--- src/rtl/irq_pending_arbiter.sv ---
// irq_pending_arbiter
//
// Collects asynchronous interrupt request lines into a pending register and
// presents the highest-priority eligible channel (lowest index wins) to a
// single consumer. The consumer claims the presented ID and later completes
// it. One channel is in service at a time.
//
// Ports:
//   CLK                 single rising-edge clock
//   rst                 asynchronous active-high reset
//   interrupt_requests  raw asynchronous request lines, one per channel
//   interrupt_masks     1 = channel masked (pending still collected)
//   interrupt_edge_mode 1 = rising-edge sensitive, 0 = level-high
//   claim               strobe: accept the presented irq_id
//   complete            strobe: end service of complete_id
//   complete_id         ID being completed
//   irq_out             registered "eligible interrupt presented"
//   irq_id              registered highest-priority eligible ID
//   busy                high while a channel is in service (this is the FSM state)
//   claimed_id          ID currently (or most recently) in service
//   pending             raw pending register, before masking
//   complete_err        one-cycle pulse on a complete that does not match
//
// Handshake: claim is accepted only when the arbiter is idle and irq_out is
// high; claim in any other situation is ignored. complete is accepted only in
// service with complete_id equal to claimed_id; every other complete produces
// a complete_err pulse and changes nothing. Both strobes are judged against
// the state at the edge that samples them, so a same-cycle claim+complete
// never chains.

module irq_pending_arbiter #(
    parameter int N_interrupts = 32,
    parameter int SYNC_STAGES  = 2,
    localparam int ID_W        = $clog2(N_interrupts)
) (
    input  logic                    CLK,
    input  logic                    rst,
    input  logic [N_interrupts-1:0] interrupt_requests,
    input  logic [N_interrupts-1:0] interrupt_masks,
    input  logic [N_interrupts-1:0] interrupt_edge_mode,
    input  logic                    claim,
    input  logic                    complete,
    input  logic [ID_W-1:0]         complete_id,
    output logic                    irq_out,
    output logic [ID_W-1:0]         irq_id,
    output logic                    busy,
    output logic [ID_W-1:0]         claimed_id,
    output logic [N_interrupts-1:0] pending,
    output logic                    complete_err
);

    typedef enum logic {
        ST_IDLE    = 1'b0,
        ST_SERVICE = 1'b1
    } state_t;

    state_t                  r_state;
    logic [N_interrupts-1:0] r_sync [SYNC_STAGES];
    logic [N_interrupts-1:0] r_prev;
    logic [N_interrupts-1:0] r_pending;

    logic [N_interrupts-1:0] w_sync;
    logic [N_interrupts-1:0] w_in_service;
    logic [N_interrupts-1:0] w_clear;
    logic [N_interrupts-1:0] w_set;
    logic [N_interrupts-1:0] w_eligible;
    logic                    w_claim_ok;
    logic                    w_complete_ok;
    logic                    w_any;
    logic [ID_W-1:0]         w_enc;

    assign w_sync  = r_sync[SYNC_STAGES-1];
    assign pending = r_pending;

    // Synchronizer chain plus one extra flop for edge detection. prev resets
    // to 0 as well, so a line held high through reset yields exactly one edge
    // once the chain has filled.
    always_ff @(posedge CLK or posedge rst) begin
        if (rst) begin
            for (int s = 0; s < SYNC_STAGES; s++) begin
                r_sync[s] <= '0;
            end
            r_prev <= '0;
        end else begin
            r_sync[0] <= interrupt_requests;
            for (int s = 1; s < SYNC_STAGES; s++) begin
                r_sync[s] <= r_sync[s-1];
            end
            r_prev <= w_sync;
        end
    end

    always_comb begin
        w_claim_ok    = (r_state == ST_IDLE) && claim && irq_out;
        w_complete_ok = (r_state == ST_SERVICE) && complete && (complete_id == claimed_id);
    end

    // A channel counts as in service both while SERVICE holds it and in the
    // very cycle its claim is accepted; otherwise a held level request would
    // immediately re-set the bit the claim is clearing.
    always_comb begin
        w_in_service = '0;
        w_clear      = '0;
        for (int i = 0; i < N_interrupts; i++) begin
            w_in_service[i] = ((r_state == ST_SERVICE) && (claimed_id == ID_W'(i)))
                              || (w_claim_ok && (irq_id == ID_W'(i)));
            w_clear[i]      = w_claim_ok && (irq_id == ID_W'(i));
        end
    end

    always_comb begin
        w_set = (w_sync & ~r_prev & interrupt_edge_mode)
              | (w_sync & ~w_in_service & ~interrupt_edge_mode);
    end

    // Lowest index wins: scan downwards so the last hit is the lowest.
    always_comb begin
        w_eligible = r_pending & ~interrupt_masks;
        w_any      = |w_eligible;
        w_enc      = '0;
        for (int i = N_interrupts - 1; i >= 0; i--) begin
            if (w_eligible[i]) begin
                w_enc = ID_W'(i);
            end
        end
    end

    // Set beats clear in the same cycle.
    always_ff @(posedge CLK or posedge rst) begin
        if (rst) begin
            r_pending <= '0;
        end else begin
            r_pending <= (r_pending & ~w_clear) | w_set;
        end
    end

    always_ff @(posedge CLK or posedge rst) begin
        if (rst) begin
            r_state      <= ST_IDLE;
            irq_out      <= 1'b0;
            irq_id       <= '0;
            busy         <= 1'b0;
            claimed_id   <= '0;
            complete_err <= 1'b0;
        end else begin
            complete_err <= complete && !w_complete_ok;
            case (r_state)
                ST_IDLE: begin
                    if (w_claim_ok) begin
                        r_state    <= ST_SERVICE;
                        busy       <= 1'b1;
                        claimed_id <= irq_id;
                        irq_out    <= 1'b0;
                    end else begin
                        irq_out <= w_any;
                        irq_id  <= w_enc;
                    end
                end
                ST_SERVICE: begin
                    // irq_out stays low and irq_id holds; presentation resumes
                    // on the edge after returning to IDLE.
                    if (w_complete_ok) begin
                        r_state <= ST_IDLE;
                        busy    <= 1'b0;
                    end
                end
                default: begin
                    r_state <= ST_IDLE;
                    busy    <= 1'b0;
                end
            endcase
        end
    end

endmodule

--- config.mk ---
export PLATFORM = sky130hd
export DESIGN_NAME = irq_pending_arbiter
export DESIGN_NICKNAME = d
export VERILOG_FILES = /design/src/rtl/irq_pending_arbiter.sv
export SDC_FILE = /design/constraint.sdc
export NUM_CORES = 1
export LEC_CHECK = 0
export ABC_AREA = 0
export CORE_MARGIN = 8
export CORE_UTILIZATION = 52
export DETAILED_ROUTE_END_ITERATION = 8
export PLACE_DENSITY = 0.85
export SLEW_MARGIN = 25
export SYNTH_ARGS = -nofsm -noshare
export SYNTH_HDL_FRONTEND = slang
export SYNTH_SLANG_ARGS = --single-unit
--- constraint.sdc ---
create_clock -name CLK -period 12.3 [get_ports CLK]
set_clock_uncertainty 0.15 [all_clocks]
set_input_delay 1.845 -clock CLK [delete_from_list [all_inputs] [get_ports CLK]]
set_output_delay 1.845 -clock CLK [all_outputs]
set_load 0.1 [all_outputs]
[Yosys cells after proc, flatten, opt, wreduce, memory -nomap -nowiden]
Cells that the tools add are included.
Operators by class
  $add $sub $neg: 0
  multipliers: 0
  divide/modulo/power cells: 0
  magnitude comparators: 0
  equal/unequal tests: 65
  shift-type cells: 0
  muxes and demuxes: 39
  bitwise logic cells: 15
  reductions and logical operators: 108
Operators by type and width (number)
  $and A32 B32 Y32: 6
  $eq A5 B5 Y1 const B: 32
  $mux W5: 32
  $not A32 Y32: 5
  $eq A5 B4 Y1 const B: 16
  $logic_and A1 B1 Y1: 69
  $or A32 B32 Y32: 2
  $eq A5 B3 Y1 const B: 8
  $logic_or A1 B1 Y1: 32
  $reduce_or A32 Y1: 1
  $eq A5 B2 Y1 const B: 4
  $eq A5 B1 Y1 const B: 2
  $logic_not A5 Y1: 2
  $reduce_and A2 Y1: 3
  $eq A5 B5 Y1: 1
  $mux W1: 5
  $pmux W1 S2: 2
  $ne A2 B1 Y1 const B: 1
  $ne A2 B2 Y1 const B: 1
  $not A1 Y1: 2
  $logic_not A1 Y1: 1
Word-level totals
  register bits: 142
  latch bits: 0
  memory bits (writable): 0
  bits in read-only memories: 0
  bits of input ports: 105
  output and inout bits: 45
  logic and storage cells: 237
  memories: 0

[Longest topological paths before layout]
  depth in word-level cells: 34
  gate-level depth with buffers: 6
  depth with buffers taken out: 5

[Worst setup path before layout]
OpenSTA, ideal clock, no wires.
  kind: input-to-reg
  start point: input port interrupt_masks[14]
  end point: register irq_id[4]
  data arrival time: 3220 ps
  slack: 8845 ps
  stages on the path: 5
  buffers on the path: 0
  cell sequence: and2b_2 > or4_4 > nand4b_4 > or4b_1 > o21ai_0
Between the ends
  longest elaborated chain between the ends: 17
Ends and longest elaborated chain
  from (decl): line 39  | input logic [N_interrupts-1:0] interrupt_masks,
  $not A32 Y32: line 118  | w_eligible = r_pending & ~interrupt_masks;
  $and A32 B32 Y32: line 118
  $mux W5 (15 in series): line 122  | if (w_eligible[i]) begin
  to (signal assigned): line 156  | irq_id <= w_enc;
  to (decl): line 45  | output logic [ID_W-1:0] irq_id,
No other way between the ends.
A chain may end at the register's enable or synchronous reset.

[Worst setup path after layout]
  start point: register claimed_id[2]
  end point: output port claimed_id[2]
RTL lines
  from (decl): line 47  | output logic [ID_W-1:0] claimed_id,
  from (signal assigned): line 152  | claimed_id <= irq_id;
No word-level cell between the ends.

==> run_results.csv <==
group,metric,value,unit
global_route,grt_max_degree,82,
global_route,grt_usage,0.2365,
worst_setup_path,crit_slowest_cell,"clkdlybuf4s50_1",
place,routabilityCongestion,0.9455,
floorplanning,row_count,37,
detailed_routing,drt-total-wl,16720,microns
clock_network,ctsResizeCount,0,
timing,period_minus_slack,4.235,ns
timing,min_period_over_period,0.3443,
synthesis,synth_top_area_frac,0.6385,
detailed_routing,drt_iter0_drc,336,
worst_setup_path,crit_cells,1,
pwr,peakVddDrop,0.2369,mV
timing,timing.slew.headroom,0.2639,
pwr,leakage,3.162,nW
detailed_routing,vias,4561,
worst_setup_path,path_cells,"clkdlybuf4s50_1",
detailed_routing,viasPerCell,5.788,
pwr,p_total,0.001379,W
global_route,grt_pass1_vias,4956,
detailed_routing,ant_nets,0,
synthesis,synth_nets,580,
synthesis,synth-edff-count,0,
floorplanning,die_x,119.5,microns
timing,finalSetupViolCount,0,
synthesis,netlist_area,5565,sq um
worst_setup_path,critPathMaxStageDelay,1.20,ns
global_route,antenna_found_initial,0,
final_layout,num-nets-final,744,
floorplanning,die_area,14270,sq um
floorplanning,core,10370,sq um
final_layout,area_growth,40.87,%
timing,max_freq,236.1,MHz
worst_setup_path,critical_path_class,"reg2out",
synthesis,ys.warnings.count,0,
final_layout,n_antenna_cell,0,
timing,worstMarginPinSlew,1.102,ns
worst_setup_path,r2r_start,"pending[29]",
worst_setup_path,crit_family,"buffers and inverters",
detailed_routing,wl_per_cell,21.22,microns
place,place_area,7213,sq um
worst_setup_path,endpoint_kind,"output pin",
worst_setup_path,rrSetupSlack,10.05,ns
clock_network,cts_setup_buffers,0,
pwr,power_density,175.9,nW/um^2
worst_setup_path,arrival,2.24,ns
timing,finalSetupTns,0,ns
global_route,grt_pass1_wl,26280,microns
synthesis,seq_area_frac_synth,0.6385,
synthesis,synth_top_cell_by_area,"dfrtp_1",
detailed_routing,firstDrtPassIters,5,
synthesis,netlist-cell-type-count,50,
timing,holdWs,0.1990,ns
outcome,status,"finished clean",
worst_setup_path,critPathRequiredTime,10.30,ns
final_layout,drive_gt1_frac,0.08129,
synthesis,synth_cells,475,
clock_network,cts_tree,"done",
timing,hold_viol_final,0,
worst_hold_path,hp-class,"reg2reg",
synthesis,ys_top_cells_by_area,"dfrtp_1 64%, nand2b_1 6.3%, nand3b_1 4.5%",
worst_setup_path,crit_buf_inv,1,
floorplanning,die_height,119.5,microns
clock_network,root_buffer,"clkbuf_8",
timing,drv_slew,0,
clock_network,insertion_delay,0.52,ns
run,drv_cap,0,
synthesis,synth-seq-cells,142,
clock_network,ctsLongestPathBuffers,2,
clock_network,ctsHtreeMaxLevel,4,
clock_network,cts_sinks,142,
worst_setup_path,r2r_end,"irq_id[2]",
worst_setup_path,setup.worst_path.end,"claimed_id[2]",
worst_setup_path,rr_worst_depth,5,
clock_network,cts_hold_buf,0,
synthesis,synth-async-reset-ratio,1.000,
worst_setup_path,path_max_fanout,8,
clock_network,cts_buffers,17,
synthesis,synth_area_per_cell,11.72,sq um
worst_setup_path,critPathLaunch,"claimed_id[2]",
place,dpl.cell_count,756,
final_layout,layoutNonFillerInstCount,788,
global_route,grt-ovfl-total,0,
clock_network,clk_pin_slew,0.06,ns
place,post-dp-hpwl,12020,microns
floorplanning,ioPinCount,150,
worst_setup_path,start_kind,"flip-flop",
final_layout,design_area,7840,sq um
place,portBuffers,149,
synthesis,ys.flop_type,"dfrtp_1",
timing,grt_setup_unrepaired,"false",
floorplanning,floorplan.initialDensity,0.5367,
detailed_routing,drcViolationCount,0,
==> stage by stage <==
step	utilization	worst slack [ns]
finish	0.7560	8.065
global route	0.7560	8.007
CTS	0.7557	8.048
global placement	0.6956	8.276
detailed placement	0.6956	8.228
floorplan	-	6.495
==> layout make-up <==
type / instances / area [sq um]
timing repair buffer: 150 / 1503
multi-input combinational: 321 / 1959
clock buffer: 18 / 427.9
fill: 687 / 2530
clock inverter: 14 / 195.2
inverter: 7 / 31.28
sequential: 142 / 3553
tap: 136 / 170.2
==> how the worst min path moves through the flow <==
stage | start | to | cells past startpoint
2_1_floorplan | r_sync[32] | w_sync[0] | 0
3_3_place_gp | r_sync[51] | w_sync[19] | 0
3_5_place_dp | r_sync[45] | w_sync[13] | 0
4_1_cts | r_sync[41] | w_sync[9] | 0
5_1_grt | r_sync[39] | w_sync[7] | 0
6_report | r_sync[45] | w_sync[13] | 0
==> worst register-to-register path, delay by kind of cell (launching register included) <==
| family | cells | cell delay, ns |
|---|---|---|
| AO/OA/AOI/OAI | 4 | 1.40 |
| flip-flops | 1 | 0.43 |
| AND/OR/NAND/NOR | 1 | 0.16 |
==> cell usage after synthesis (all sizes together), types with 7 or more instances <==
| master | instances |
|---|---|
| dfrtp | 142 |
| nand2b | 56 |
| nand2 | 48 |
| a21oi | 38 |
| nand3b | 33 |
| o22ai | 33 |
| nor2 | 18 |
| nor2b | 17 |
| or3 | 8 |
| inv | 7 |
| o21ai | 7 |
==> report_power, final <==
group / total [W] / switching (W) / internal [W]
clock network: 0.000539 / 0.000215 / 0.000324
registers: 0.000533 / 0.0000351 / 0.000498
logic: 0.000306 / 0.000213 / 0.0000930
==> metal layers <==
metal	up-vias	routed length, microns	track usage	share of wire
met5	-	0	0	0
met4	0	692	0.1140	0.041
met3	55	1306	0.06944	0.078
met2	245	8444	0.4020	0.51
met1	2250	6277	0.2684	0.38
li1	2011	-	-	-
==> registers in the layout (all words and copies together), names as in the netlist <==
register,cells
r_prev,32
irq_out,1
w_sync,32
pending,32
claimed_id,5
busy,1
complete_err,1
r_sync,32
r_state,1
irq_id,5
==> layout by cell type, fill, tap and decap left out, types with 14 or more instances in the layout <==
cell type and n:
nor2_1 18, nand2b_1 56, clkdlybuf4s50_1 149, o22ai_1 33, nor2b_1 14, nand3b_1 33, a21oi_1 38, nand2_1 48
clkbuf_16 16, dfrtp_1 142
==> cell families after synthesis <==
family | count (synthesis) | share of synthesized area
flops | 142 | 0.6385
xor+xnor | 5 | 0.007868
compound gates | 100 | 0.1090
mux | 4 | 0.008093
buf+inv | 12 | 0.009442
simple gates | 212 | 0.2271
Note: power is estimated with default switching activity, not from simulation.
